## src/rtl/range_doppler_transpose_reader.sv

```systemverilog
// Corner-turn reader: walks a chirp-major frame buffer in sample-major order and streams it out.
// Latency: first word 3 cycles after start. Backpressure: 2-entry output FIFO, reads stall when full.
module range_doppler_transpose_reader #(
    parameter int DATA_WIDTH  = 32,
    parameter int NUM_CHIRPS  = 16,
    parameter int NUM_SAMPLES = 16,
    parameter int ADDR_WIDTH  = 9
) (
    input  logic                           i_clk,
    input  logic                           i_rst_n,
    input  logic                           i_start,
    input  logic                           i_abort,
    output logic                           o_busy,
    output logic                           o_done,
    output logic                           o_ram_en,
    output logic [ADDR_WIDTH-1:0]          o_ram_addr,
    input  logic [DATA_WIDTH-1:0]          i_ram_dout,
    output logic [DATA_WIDTH-1:0]          o_m_data,
    output logic                           o_m_valid,
    input  logic                           i_m_ready,
    output logic                           o_m_col_last,
    output logic                           o_m_frame_last,
    output logic [$clog2(NUM_SAMPLES)-1:0] o_m_col_idx
);

    localparam int SW = $clog2(NUM_SAMPLES);
    localparam int CW = $clog2(NUM_CHIRPS);
    localparam logic [CW-1:0]         C_LAST = CW'(NUM_CHIRPS - 1);
    localparam logic [SW-1:0]         S_LAST = SW'(NUM_SAMPLES - 1);
    localparam logic [CW-1:0]         C_ONE  = CW'(1);
    localparam logic [SW-1:0]         S_ONE  = SW'(1);
    localparam logic [ADDR_WIDTH-1:0] A_ONE  = ADDR_WIDTH'(1);
    localparam logic [ADDR_WIDTH-1:0] A_STEP = ADDR_WIDTH'(NUM_SAMPLES);

    typedef enum logic [1:0] {ST_IDLE, ST_RUN, ST_DRAIN} state_t;

    typedef struct packed {
        logic [DATA_WIDTH-1:0] dat;
        logic [SW-1:0]         col;
        logic                  col_last;
        logic                  frame_last;
    } entry_t;

    state_t                r_state;
    state_t                w_state_nxt;
    logic [SW-1:0]         r_s;
    logic [CW-1:0]         r_c;
    logic [ADDR_WIDTH-1:0] r_addr;
    logic                  r_inflight;
    logic [SW-1:0]         r_pend_s;
    logic                  r_pend_col_last;
    logic                  r_pend_frame_last;
    entry_t                r_head;
    entry_t                r_tail;
    logic                  r_h_vld;
    logic                  r_t_vld;

    logic                  w_pop;
    logic                  w_push;
    logic                  w_issue;
    logic                  w_last_rd;
    logic                  w_done;
    logic                  w_start;
    logic [2:0]            w_load;
    entry_t                w_new;

    assign w_pop     = r_h_vld & i_m_ready;
    assign w_push    = r_inflight;
    assign w_last_rd = (r_c == C_LAST) && (r_s == S_LAST);
    assign w_start   = (r_state == ST_IDLE) && i_start && !i_abort;
    // Words issued but not yet consumed: FIFO contents plus the read still inside the RAM.
    assign w_load    = 3'(r_h_vld) + 3'(r_t_vld) + 3'(r_inflight);
    assign w_issue   = (r_state == ST_RUN) && !i_abort && (w_load < (3'd2 + 3'(w_pop)));
    assign w_done    = (r_state == ST_DRAIN) && w_pop && r_head.frame_last && !i_abort;

    assign w_new.dat        = i_ram_dout;
    assign w_new.col        = r_pend_s;
    assign w_new.col_last   = r_pend_col_last;
    assign w_new.frame_last = r_pend_frame_last;

    always_comb begin
        w_state_nxt = r_state;
        case (r_state)
            ST_IDLE:  if (i_start) w_state_nxt = ST_RUN;
            ST_RUN:   if (w_issue && w_last_rd) w_state_nxt = ST_DRAIN;
            ST_DRAIN: if (w_done) w_state_nxt = ST_IDLE;
            default:  w_state_nxt = ST_IDLE;
        endcase
        if (i_abort) w_state_nxt = ST_IDLE;
    end

    always_ff @(posedge i_clk or negedge i_rst_n) begin
        if (!i_rst_n) r_state <= ST_IDLE;
        else          r_state <= w_state_nxt;
    end

    // Column walk without a multiplier: stride down a column, then restart at the next sample.
    always_ff @(posedge i_clk or negedge i_rst_n) begin
        if (!i_rst_n) begin
            r_s    <= '0;
            r_c    <= '0;
            r_addr <= '0;
        end else if (w_start) begin
            r_s    <= '0;
            r_c    <= '0;
            r_addr <= '0;
        end else if (w_issue) begin
            if (r_c == C_LAST) begin
                r_c <= '0;
                if (!w_last_rd) begin
                    r_s    <= r_s + S_ONE;
                    r_addr <= ADDR_WIDTH'(r_s) + A_ONE;
                end
            end else begin
                r_c    <= r_c + C_ONE;
                r_addr <= r_addr + A_STEP;
            end
        end
    end

    always_ff @(posedge i_clk or negedge i_rst_n) begin
        if (!i_rst_n) begin
            r_inflight        <= 1'b0;
            r_pend_s          <= '0;
            r_pend_col_last   <= 1'b0;
            r_pend_frame_last <= 1'b0;
        end else begin
            r_inflight <= w_issue;
            if (w_issue) begin
                r_pend_s          <= r_s;
                r_pend_col_last   <= (r_c == C_LAST);
                r_pend_frame_last <= w_last_rd;
            end
        end
    end

    always_ff @(posedge i_clk or negedge i_rst_n) begin
        if (!i_rst_n) begin
            r_head  <= '0;
            r_tail  <= '0;
            r_h_vld <= 1'b0;
            r_t_vld <= 1'b0;
        end else if (i_abort) begin
            r_h_vld <= 1'b0;
            r_t_vld <= 1'b0;
        end else if (w_pop) begin
            if (r_t_vld) begin
                r_head  <= r_tail;
                r_t_vld <= w_push;
                if (w_push) r_tail <= w_new;
            end else if (w_push) begin
                r_head <= w_new;
            end else begin
                r_h_vld <= 1'b0;
            end
        end else if (w_push) begin
            if (!r_h_vld) begin
                r_head  <= w_new;
                r_h_vld <= 1'b1;
            end else begin
                r_tail  <= w_new;
                r_t_vld <= 1'b1;
            end
        end
    end

    assign o_busy         = (r_state != ST_IDLE);
    assign o_done         = w_done;
    assign o_ram_en       = w_issue;
    assign o_ram_addr     = r_addr;
    assign o_m_data       = r_head.dat;
    assign o_m_valid      = r_h_vld;
    assign o_m_col_last   = r_head.col_last;
    assign o_m_frame_last = r_head.frame_last;
    assign o_m_col_idx    = r_head.col;

endmodule
```

## config.mk

```make
export PLATFORM = sky130hd
export DESIGN_NAME = range_doppler_transpose_reader
export DESIGN_NICKNAME = d
export VERILOG_FILES = /design/src/rtl/range_doppler_transpose_reader.sv
export SDC_FILE = /design/constraint.sdc
export NUM_CORES = 1
export LEC_CHECK = 0
export BUFFER_PORTS_ARGS = -buffer_cell sky130_fd_sc_hd__buf_2
export CAP_MARGIN = 20
export CORE_ASPECT_RATIO = 0.6
export CORE_MARGIN = 4
export CORE_UTILIZATION = 48
export CTS_CLUSTER_DIAMETER = 30
export CTS_CLUSTER_SIZE = 20
export DETAILED_ROUTE_END_ITERATION = 16
export PLACE_DENSITY = 0.71
export SLEW_MARGIN = 20
export SYNTH_ARGS = -nofsm -noshare
export SYNTH_HDL_FRONTEND = slang
export SYNTH_SLANG_ARGS = --single-unit
export TNS_END_PERCENT = 30
```

## constraint.sdc

```tcl
create_clock -name i_clk -period 2.5 [get_ports i_clk]
set_clock_uncertainty 0.2 [all_clocks]
set_input_delay 0.5 -clock i_clk [delete_from_list [all_inputs] [get_ports i_clk]]
set_output_delay 0.5 -clock i_clk [all_outputs]
set_load 0.02 [all_outputs]
```

==> impl_metrics.py, run 1 <==
metrics = {
    "yosys": {
        "synth_area_per_cell_um2": 11.8,
        "netlist_top_cells_area": "dfrtp_1 55%, mux2i_1 8.7%, mux2_4 6.4%",
        "synth_top_family_by_area": "multiplexers",
        "syn_area_um2": 4700,
        "synth_fa_ha_area_frac": 0.0122,
        "synth_edf_count": 0,
        "synthXorXnorAreaFrac": 0.00559,
        "synth-compound-area-share": 0.0926,
        "synthMostInstantiatedCell": "dfrtp_1",
        "synth-async-reset-ratio": 1.00,
        "synthTopCellsByCount": "104 x dfrtp_1, 48 x a21oi_1, 48 x nor2_1, 41 x mux2i_1, 24 x nand2_1",
        "ys_warn_count": 0,
        "synthSimpleGateAreaFrac": 0.103,
        "synthMuxAreaShare": 0.194,
        "synth.top_cell.area_share": 0.553,
        "ys_seq_elements": 104,
        "yosysSeqAreaShare": 0.553,
        "synth_largest_area_cell": "dfrtp_1",
        "synthesis.nets": 438,
        "ys_types": 46,
        "synth-main-ff-cell": "dfrtp_1",
        "syn_inst": 397,
    },
    "finish": {
        "multi_input_area_um2": 1940,
        "drive_above_1_share": 0.342,
        "ff_latch_area_um2": 2600,
        "n_antenna_cell": 0,
        "area_delta_synth_final_pct": 20.2,
        "n_fill_cell": 777,
        "fin_nets": 531,
    },
    "floorplan": {
        "num_rows": 27,
        "core_area_um2": 9360,
        "dieArea_um2": 11500,
        "start_util": 0.503,
        "fp.dieW_um": 136,
        "die_h_um": 84.7,
        "io_pins": 88,
    },
    "detailed_routing": {
        "post_drt_via_cell_ratio": 5.24,
        "drc": 0,
        "wl_mm": 9.86,
        "vias": 3270,
        "m1WireLength_mm": 4.95,
        "met2_length_mm": 4.32,
        "wl_met3_um": 526,
        "dr.first_iter.drc_count": 139,
        "detail_route.wl_per_cell_um": 15.8,
        "routed.top_layer": "met4",
        "first_pass_iters": 4,
        "postRouteAntennaNets": 0,
    },
    "power": {
        "comb_power_share": 0.209,
        "internal-power_uw": 3130,
        "power.leakage_uw": 0.00299,
        "switching_share": 0.292,
        "p_switching_uw": 1290,
        "seq_power_share": 0.475,
        "vdd_drop_max_v": 0.000400,
        "pwr-share-clk": 0.317,
        "power_density_nw_per_um2": 782,
    },
    "global_route": {
        "grt_overflow_total": 0,
        "grt_use_total": 0.175,
        "grt_pass1_wl_mm": 16.3,
        "grt_pass1_vias": 3273,
        "antenna_found_initial": 0,
        "grt_max_degree": 77,
    },
    "sta": {
        "finalHoldViolations": 0,
        "period_minus_slack_ns": 2.73,
        "slew_viol_final": 0,
        "rsz0062_at_grt": "yes",
        "tightest_slew_ns": 0.555,
        "setup_ws_ns": -0.225,
        "finalCritPeriodShare": 1.09,
        "setup_viol_count_final": 1,
        "finalSetupTns_ns": -0.225,
        "max_slew_margin": 0.630,
        "max_freq_ghz": 0.367,
    },
    "worst_setup_path": {
        "end_kind": "output port",
        "cp_max_fo": 3,
        "r2r_cells": 6,
        "setup.worst_path.class": "register to output port",
        "cp-start-kind": "register",
        "rrSetupSlack_ns": 0.08,
        "worstPathRequired_ns": 1.80,
        "arrival_ns": 2.03,
    },
    "status": {
        "outcome": "finished with violations",
        "failed_checks": "setup timing",
    },
    "clock_tree": {
        "cts_tree": "done",
        "path_clk_slew_ns": 0.06,
        "cts-root-buf": "clkbuf_16",
        "cts_buffer_depth": 2,
        "cts.sinks": 104,
        "worst_skew_pair.late_latency_ns": 0.33,
        "h-tree-depth": 3,
        "numCtsBuffers": 9,
    },
    "place": {
        "dp_slack_ns": 0.0480,
        "place_congestion": 0.810,
        "port_buffers": 87,
        "hpwl_mm": 6.73,
    },
    "min_path": {
        "hp-class": "primary input to register",
        "hold_path_depth": 2,
    },
    "run": {
        "cap_violations": 0,
    },
}
[critical path, cell delays in order (launching register included)]
cell	delay, ns
dfrtp_1	0.40
fa_1	0.56
and3b_2	0.23
o211ai_1	0.26
inv_2	0.10
buf_6	0.14
[flip-flops by register name, summed over array words and instances (netlist names), 2 cells and up]
signal / count
o_m_data: 32
o_ram_addr: 9
r_tail: 38
r_state: 2
r_s: 4
r_pend_s: 4
r_c: 4
o_m_col_idx: 4
[stage by stage]
stage	cells	power (µW)	util	hold WS [ns]	cell area, µm²
floorplan	397	2680	-	0.00441	4700
global placement	607	3020	0.569	0.285	5320
detailed placement	607	3060	0.569	0.286	5320
CTS	625	4470	0.605	0.200	5660
global route	624	4660	0.604	0.203	5650
finish	624	4420	0.604	0.213	5650
[power by group through the flow]
| stage | registers (µW) | logic (µW) | clock network (µW) |
|---|---|---|---|
| 2_1_floorplan | 2330 | 354 | 0 |
| 3_3_place_gp | 2120 | 909 | 0 |
| 3_5_place_dp | 2130 | 929 | 0 |
| 4_1_cts | 2100 | 941 | 1440 |
| 5_1_grt | 2130 | 1020 | 1510 |
| 6_report | 2100 | 921 | 1400 |
[metal layers]
layer | up-vias | GRT usage
li1 | 1575 | -
met1 | 1611 | 0.261
met2 | 76 | 0.268
met3 | 8 | 0.0419
met4 | 0 | 0.0274
met5 | - | 0
[cell usage in the layout, fill, tap and decap left out, types with 2 or more instances in the layout]
| master | synthesis | layout |
|---|---|---|
| inv_1 | 7 | 7 |
| buf_4 | 4 | 14 |
| or2_2 | 2 | 2 |
| clkbuf_16 | 0 | 9 |
| nand3_2 | 1 | 2 |
| o21ai_0 | 7 | 7 |
| mux2i_1 | 41 | 41 |
| a22o_1 | 2 | 2 |
| a311o_1 | 4 | 4 |
| nor2_1 | 48 | 48 |
| ha_1 | 3 | 3 |
| mux2_4 | 20 | 20 |
| mux2_2 | 18 | 18 |
| buf_12 | 0 | 3 |
| nand2_1 | 24 | 24 |
| clkbuf_8 | 0 | 2 |
| and3_1 | 2 | 2 |
| a22oi_1 | 2 | 2 |
| buf_2 | 10 | 85 |
| a211oi_1 | 2 | 2 |
| xnor2_1 | 2 | 2 |
| nand3_1 | 9 | 8 |
| o211ai_1 | 2 | 2 |
| a21oi_1 | 48 | 47 |
| dfrtp_1 | 104 | 104 |
| o31ai_1 | 2 | 2 |
| inv_2 | 2 | 2 |
| clkbuf_1 | 3 | 2 |
[cells by family after synthesis]
| logic type | count (synthesis) |
|---|---|
| XOR/XNOR | 3 |
| AO/OA/AOI/OAI | 74 |
| adder cells (fa/ha/maj) | 4 |
| buffers and inverters | 31 |
| flip-flops | 104 |
| multiplexers | 79 |
| AND/OR/NAND/NOR | 102 |
[path summary, 6_finish.rpt]
path | startpoint | to
max | r_t_vld | o_ram_en
min | i_ram_dout[25] | r_tail[31]
max reg2reg | r_t_vld | r_s[2]
min reg2reg | r_pend_s[1] | r_pend_s[1]
max in group asynchronous | i_rst_n | o_m_data[30]
min in group asynchronous | i_rst_n | o_m_data[21]
[layout make-up]
class,instances,area share
clock buffers,13,0.0460
well taps,130,0.0288
multi-input cells,262,0.344
flip-flops and latches,104,0.460
clock inverters,2,0.00686
inverters,9,0.00598
repair buffers,104,0.108
[what timing repair did]
| action | 4_1_cts | 5_1_grt |
|---|---|---|
| hold endpoints to repair | 38 | 0 |
| pin swaps | 5 | 2 |
| endpoints found under the setup margin | 1 | 7 |
| resized for setup | 5 | 2 |
| hold buffers | 1 | 0 |
| buffers inserted | 2 | 1 |
(Power assumes the default switching activity.)
==> inputs of run 2 (changes only) <==
--- a/config.mk
+++ b/config.mk
@@ -13,7 +13,7 @@
 export CTS_CLUSTER_DIAMETER = 30
 export CTS_CLUSTER_SIZE = 20
 export DETAILED_ROUTE_END_ITERATION = 16
-export PLACE_DENSITY = 0.71
+export PLACE_DENSITY = 0.7
 export SLEW_MARGIN = 20
 export SYNTH_ARGS = -nofsm -noshare
 export SYNTH_HDL_FRONTEND = slang
==> run 2 against run 1 <==
Compared with the run above: the run still ends with setup timing left; combinational power grew 1%; worst setup slack better by 0.026 ns; final cell count rose by 0.48%; power up 2.0%; first-iteration DRC count rose by 48%; register-to-register slack got worse by 0.22 ns; critical endpoint unchanged; design area grew 0.42%; critical path depth stayed put; maximum frequency up 0.97%.
==> impl_metrics.py, run 2 (same netlist as run 1, synthesis figures left out) <==
metrics = {
    "status": {
        "outcome": "finished with violations",
        "failed_checks": "setup timing",
    },
    "sta": {
        "finalHoldViolations": 0,
        "max_freq_ghz": 0.370,
        "max_slew_margin": 0.610,
        "setup_viol_count_final": 4,
        "setup_ws_ns": -0.199,
        "slew_viol_final": 0,
        "finalCritPeriodShare": 1.08,
        "period_minus_slack_ns": 2.70,
        "finalSetupTns_ns": -0.482,
        "rsz0062_at_grt": "yes",
        "tightest_slew_ns": 0.585,
    },
    "finish": {
        "final_common_cell": "dfrtp_1",
        "drive_above_1_share": 0.344,
        "largest-register": "r_tail",
        "fin_nets": 533,
        "final_cell_mix": "104 x dfrtp_1, 85 x buf_2, 48 x a21oi_1",
        "n_antenna_cell": 0,
        "instances_no_fill": 627,
        "area_delta_synth_final_pct": 20.7,
        "largest_reg_flops": 38,
        "n_fill_cell": 771,
    },
    "clock_tree": {
        "path_clk_slew_ns": 0.07,
        "cts_tree": "done",
        "cts.sinks": 104,
        "worst_skew_pair.late_latency_ns": 0.34,
        "numCtsBuffers": 9,
        "cts_buffer_depth": 2,
        "h-tree-depth": 3,
        "cts-root-buf": "clkbuf_16",
    },
    "detailed_routing": {
        "drc": 0,
        "vias": 3314,
        "wl_mm": 10.1,
        "detail_route.wl_per_cell_um": 16.1,
        "post_drt_via_cell_ratio": 5.29,
        "dr.first_iter.drc_count": 206,
        "postRouteAntennaNets": 0,
        "first_pass_iters": 4,
    },
    "worst_setup_path": {
        "arrival_ns": 2.00,
        "cp_max_fo": 2,
        "crit_slowest_cell": "fa_1",
        "critPathMaxStageDelay_ns": 0.56,
        "cp-start-kind": "register",
        "end_kind": "output port",
        "setup.worst_path.class": "register to output port",
        "worstPathRequired_ns": 1.80,
        "path_cells": "fa_1 -> and3b_1 -> o211ai_1 -> inv_2 -> buf_6",
    },
    "place": {
        "port_buffers": 87,
        "hpwl_mm": 6.88,
        "dp_cells": 606,
        "place_congestion": 0.768,
    },
    "power": {
        "vdd_drop_max_v": 0.000380,
        "power_density_nw_per_um2": 794,
        "power.leakage_uw": 0.00300,
    },
    "global_route": {
        "grt_pass1_vias": 3318,
        "grt_max_degree": 47,
        "antenna_found_initial": 0,
        "grt_overflow_total": 0,
        "grt_use_total": 0.188,
        "grt_pass1_wl_mm": 17.2,
    },
    "floorplan": {
        "dieArea_um2": 11500,
        "die_h_um": 84.7,
        "num_rows": 27,
        "core_area_um2": 9360,
        "io_pins": 88,
        "fp.dieW_um": 136,
        "start_util": 0.503,
    },
    "run": {
        "cap_violations": 0,
    },
    "min_path": {
        "hp-class": "primary input to register",
    },
}
==> run 2: cell count changes in the layout (fill, tap and decap cells not counted), sizes merged <==
cell and delta:
buf +2, clkinv +1, clkbuf -2, clkinvlp +1, bufinv +1
==> run 2: area by class of cell <==
cell class / count / area [µm²] / area share
Sequential cell: 104 / 2600 / 0.459
Multi-Input combinational cell: 262 / 1940 / 0.342
Timing Repair Buffer: 106 / 622 / 0.110
Clock buffer: 11 / 233 / 0.0410
Tap cell: 130 / 163 / 0.0287
Clock inverter: 5 / 81.3 / 0.0143
Inverter: 9 / 33.8 / 0.00595
==> run 2: path summary, 6_finish.rpt <==
| path | to | from | slack (ns) | cells past startpoint |
|---|---|---|---|---|
| setup / recovery | o_ram_en | r_t_vld | -0.20 | 5 |
| hold / removal | r_tail[28] | i_ram_dout[22] | 0.20 | 2 |
| setup reg to reg | r_s[3] | r_t_vld | -0.14 | 8 |
| hold reg to reg | r_tail[7] | r_tail[7] | 0.30 | 1 |
| max in group asynchronous | r_tail[33] | i_rst_n | 0.97 | 3 |
| min in group asynchronous | o_m_data[15] | i_rst_n | 0.49 | 2 |
==> run 2: repair_timing <==
item | 4_1_cts | 5_1_grt
hold endpoints to repair | 39 | 0
hold buffers | 1 | 0
endpoints found under the setup margin | 1 | 12
gates resized for setup | 3 | 3
pin swaps | 3 | 1
buffers inserted | 3 | 1
==> run 2: per-layer routing <==
layer  global-route usage  wire length [µm]  vias up
li1                     -                 -     1592
met1                0.270              4870     1606
met2                0.285              4500      104
met3               0.0533               600       12
met4               0.0439               105        0
met5                    0                 0        -
==> run 2: power breakdown <==
group	switching (µW)	internal (µW)	leakage (µW)	total [µW]
clock network	600	878	0.000150	1480
logic	557	373	0.00154	930
registers	169	1930	0.00132	2100
total	1330	3180	0.00300	4500
==> run 2: worst max-delay path, delay by kind of cell, from the launching register on <==
| family | cells | cell delay, ns |
|---|---|---|
| AO/OA/AOI/OAI | 1 | 0.26 |
| adder cells (fa/ha/maj) | 1 | 0.56 |
| buffers and inverters | 2 | 0.24 |
| flip-flops | 1 | 0.40 |
| AND/OR/NAND/NOR | 1 | 0.21 |
==> run 2: through the flow <==
stage	hold WS, ns	cell area [µm²]	utilization	total power, µW	worst slack, ns
after global routing	0.195	5680	0.606	4740	-0.314
final	0.196	5680	0.606	4500	-0.199
after detailed placement	0.281	5300	0.566	3060	0.106
after CTS	0.184	5660	0.604	4560	-0.187
after floorplan	0.00441	4700	-	2680	0.00676
after global placement	0.283	5300	0.566	3020	0.147
